### src/rtl/hilo_multiplier.sv
// rtl/hilo_multiplier.sv - multi-cycle unsigned shift-add multiplier committing HI/LO
module hilo_multiplier #(
   parameter logic [5:0] MULTU = 6'b011001,
   parameter int         WIDTH = 32
) (
   input  logic             clk,
   input  logic             reset,
   input  logic [WIDTH-1:0] dataA,
   input  logic [WIDTH-1:0] dataB,
   input  logic [5:0]       Signal,
   input  logic             start,
   output logic [WIDTH-1:0] HiOut,
   output logic [WIDTH-1:0] LoOut,
   output logic             busy,
   output logic             done
);

   localparam int            CW   = $clog2(WIDTH);
   localparam logic [CW-1:0] LAST = CW'(WIDTH - 1);

   typedef enum logic [1:0] {IDLE, MUL, DONE} state_t;

   state_t             state;
   logic [WIDTH-1:0]   mcand;
   logic [2*WIDTH-1:0] prod;
   logic [2*WIDTH-1:0] prod_next;
   logic [CW-1:0]      count;
   logic [WIDTH:0]     sum;
   logic               accept;

   assign accept = start && (Signal == MULTU);

   // The extra sum bit carries into the shifted upper half, so no carry is lost.
   always_comb begin
      sum = {1'b0, prod[2*WIDTH-1:WIDTH]};
      if (prod[0]) begin
         sum = sum + {1'b0, mcand};
      end
      prod_next = {sum, prod[WIDTH-1:1]};
   end

   always_ff @(posedge clk) begin
      if (reset) begin
         state <= IDLE;
         mcand <= '0;
         prod  <= '0;
         count <= '0;
         HiOut <= '0;
         LoOut <= '0;
         busy  <= 1'b0;
         done  <= 1'b0;
      end else begin
         case (state)
            IDLE: begin
               done <= 1'b0;
               if (accept) begin
                  mcand <= dataA;
                  prod  <= {{WIDTH{1'b0}}, dataB};
                  count <= '0;
                  busy  <= 1'b1;
                  state <= MUL;
               end
            end
            MUL: begin
               prod  <= prod_next;
               count <= count + CW'(1);
               // HI/LO only change here, so readers never see a partial product.
               if (count == LAST) begin
                  HiOut <= prod_next[2*WIDTH-1:WIDTH];
                  LoOut <= prod_next[WIDTH-1:0];
                  done  <= 1'b1;
                  state <= DONE;
               end
            end
            DONE: begin
               done  <= 1'b0;
               busy  <= 1'b0;
               state <= IDLE;
            end
            default: begin
               done  <= 1'b0;
               busy  <= 1'b0;
               state <= IDLE;
            end
         endcase
      end
   end

endmodule
### config.mk
export PLATFORM = sky130hd
export DESIGN_NAME = hilo_multiplier
export DESIGN_NICKNAME = d
export VERILOG_FILES = /design/src/rtl/hilo_multiplier.sv
export SDC_FILE = /design/constraint.sdc
export NUM_CORES = 1
export LEC_CHECK = 0
export ABC_AREA = 1
export ABC_CLOCK_PERIOD_IN_PS = 2100
export CORE_ASPECT_RATIO = 0.6
export CORE_MARGIN = 4
export CORE_UTILIZATION = 49
export CTS_BUF_LIST = sky130_fd_sc_hd__clkbuf_16
export CTS_CLUSTER_SIZE = 10
export DETAILED_ROUTE_END_ITERATION = 8
export PLACE_DENSITY = 0.76
export SLEW_MARGIN = 5
export SYNTH_ARGS = -nofsm -noshare
export SYNTH_HDL_FRONTEND = slang
export SYNTH_SLANG_ARGS = --single-unit
### constraint.sdc
create_clock -name clk -period 2.1 [get_ports clk]
set_clock_uncertainty 0.1 [all_clocks]
set_input_delay 0.42 -clock clk [delete_from_list [all_inputs] [get_ports clk]]
set_output_delay 0.42 -clock clk [all_outputs]
set_load 0.02 [all_outputs]
==> results.py <==
metrics = {
    "finish": {
        "register_area_um2": 3430,
        "multi_input_area_um2": 5360,
        "areaGrowthSynthToFinish_pct": 35.4,
        "fillers": 1582,
        "final_nets": 1680,
        "antennaDiodeCount": 0,
        "fin_cells": 1825,
        "final_layout_size_suffix_gt1_frac": 0.168,
    },
    "route": {
        "first_iter_violations": 890,
        "final_antenna_net_count": 0,
        "drt_first_pass_iters": 5,
        "drc_errors": 0,
        "routed-via-count": 9668,
        "detail_route.wl_per_cell_um": 15.8,
        "viasPerCell": 5.30,
        "wl_um": 28900,
    },
    "global_routing": {
        "use_met1": 0.402,
        "overflow": 0,
        "antenna_found_initial": 0,
        "gr-usage-all-layers": 0.270,
        "grt_pass1_vias": 8977,
        "busiest_layer": "met1",
        "grt_pass1_wl_um": 45600,
        "grt_max_degree": 65,
        "use_met2": 0.398,
        "met3_usage": 0.0625,
    },
    "synthesis": {
        "synth.most_common_cell": "nand2_1",
        "synth-async-reset-ratio": 0,
        "synth_cells": 1407,
        "synth_seq_cells": 169,
        "seq_area_frac_synth": 0.371,
        "synthXorXnorAreaFrac": 0.0115,
        "yosysWarnings": 0,
        "synth_area_per_cell_um2": 6.48,
        "synth_top_family_by_area": "simple AND/OR/NAND/NOR gates",
        "yosys-top-cells-area": "dfxtp_1 (37%), nand2_1 (22%), inv_1 (7.2%)",
        "synth_top_area_frac": 0.371,
        "synth_fa_ha_area_frac": 0.0488,
        "ys_types": 36,
        "yosysTopAreaCell": "dfxtp_1",
        "synthSimpleGateAreaFrac": 0.324,
        "syn_nets": 1515,
        "synthMuxAreaShare": 0.00219,
        "synth_edf_count": 0,
        "synth-compound-area-share": 0.135,
        "synth_ff_type": "dfxtp_1",
        "ys_top_cells_by_count": "nand2_1 (541), inv_1 (176), dfxtp_1 (169)",
        "synth_area_um2": 9120,
    },
    "sta": {
        "rsz0062_at_grt": "yes",
        "max_freq_mhz": 482,
        "setup_viol": 0,
        "holdWs_ns": 0.283,
        "period_share": 0.988,
        "slew_headroom": 0.702,
        "worstMarginPinSlew_ns": 0.444,
        "min_period_ns": 2.08,
        "report.final.slew_viol_count": 0,
        "finalHoldViolCount": 0,
    },
    "worst_setup_path": {
        "path_delay_family": "simple AND/OR/NAND/NOR gates",
        "cp_common_cell": "nand3_2",
        "slowest_stage": "fa_2",
        "cp.arrival_ns": 2.30,
        "max_stage_delay_ns": 0.37,
        "path_max_fanout": 5,
        "path_class": "reg -> reg",
        "cp_num_buf_inv": 1,
        "required_ns": 2.33,
        "cp-start-kind": "flop",
        "cp-end-kind": "flop",
        "crit_chain": "ha_4 > fa_2 > nand3_2 > nand3_4 > nand3_2 > nand3b_1 > xor2_1 > nand2_1 > nand2_2 > o21bai_1 > inv_1",
    },
    "floorplan": {
        "die_height_um": 114,
        "rows": 38,
        "dieArea_um2": 20900,
        "die_w_um": 184,
        "pin_count": 139,
        "initial_core_util": 0.502,
        "core_um2": 18200,
    },
    "cts": {
        "htree_num_levels": 4,
        "root_buffer": "clkbuf_16",
        "cts.clk_slew.worst_paths_ns": 0.07,
        "clock-sinks": 169,
        "worstSkewPairLatency_ns": 0.43,
        "holdBufCountCts": 0,
        "numCtsBuffers": 17,
        "cts_tree": "built",
        "clockBufferDepth": 2,
    },
    "placement": {
        "dp_hpwl_um": 20600,
        "dp_cells": 1792,
        "gp_congestion": 0.937,
        "portBuffers": 138,
    },
    "pwr": {
        "cellPowerDensity_nw_per_um2": 543,
        "leakage_nw": 5.65,
        "peakVddDrop_uv": 536,
        "p_total_mw": 6.71,
    },
    "run": {
        "max-cap-violations": 0,
    },
    "status": {
        "status": "finished, final reports clean",
    },
    "hold_path": {
        "hold_path.class": "in -> reg",
    },
}
## cell families (layout without fill, tap and decap cells)
kind of cell,count (synthesis),count (layout)
buf+inv,242,420
mux,2,2
simple gates,729,729
fa+ha+maj,35,35
compound gates,218,218
xor+xnor,12,12
flops,169,169
## layer usage
metal,vias up,part of all wire
li1,4787,-
met1,4454,0.47
met2,392,0.43
met3,35,0.085
met4,0,0.013
met5,-,0
## path summary, 6_finish.rpt
check        startpoint        end  slack (ns)  depth (start not counted)
max            mcand[0]  HiOut[11]        0.02                         11
min               reset   prod[43]        0.28                          4
max reg2reg    mcand[0]  HiOut[11]        0.02                         11
min reg2reg    prod[19]  LoOut[18]        0.36                          2
## final cells by class
class / count / area share
clock buffers: 17 / 0.0344
clock inverters: 15 / 0.0135
inverters: 180 / 0.0547
multi-input cells: 996 / 0.434
flip-flops and latches: 169 / 0.278
well taps: 240 / 0.0243
repair buffers: 208 / 0.161
## registers in the layout (all words and copies together), names as in the netlist
name and flops:
mcand 32, done 1, busy 1, count 5, state 2, prod 64
HiOut 32, LoOut 32
## through the flow
step	setup slack (ns)	utilization	instance area, um2	TNS, ns
floorplan	0.0868	-	9120	0
global placement	-0.0821	0.611	11100	-0.305
detailed placement	-0.125	0.611	11100	-1.22
CTS	0.00113	0.648	11800	0
global route	-0.0645	0.680	12400	-0.947
finish	0.0243	0.680	12400	0
## cell usage in the layout (no fill, tap or decap), types with 11 or more instances in the layout
cell type	n
a21oi_1	54
a31oi_1	32
buf_4	63
clkbuf_16	17
clkdlybuf4s50_1	137
dfxtp_1	131
dfxtp_2	37
ha_4	23
inv_1	174
nand2_1	496
nand2_2	42
nand3_1	107
nor2_1	35
nor2_2	18
o21a_1	18
o21ai_0	72
o21bai_1	11
## tightest hold or removal path: cells and delay by family
family / cells / cell delay, ns
buf+inv: 1 / 0.14
simple gates: 3 / 0.21
## power by group
group | switching [mW] | internal [mW] | total [mW]
Combinational | 0.135 | 0.166 | 0.301
Clock | 1.41 | 1.78 | 3.18
Sequential | 0.0109 | 3.21 | 3.23
## what timing repair did
item / CTS / global route
setup buffers: 0 / 1
gates resized for setup: 22 / 153
endpoints found under the setup margin: 36 / 57
pin swaps: 3 / 24
(Power assumes the default switching activity.)
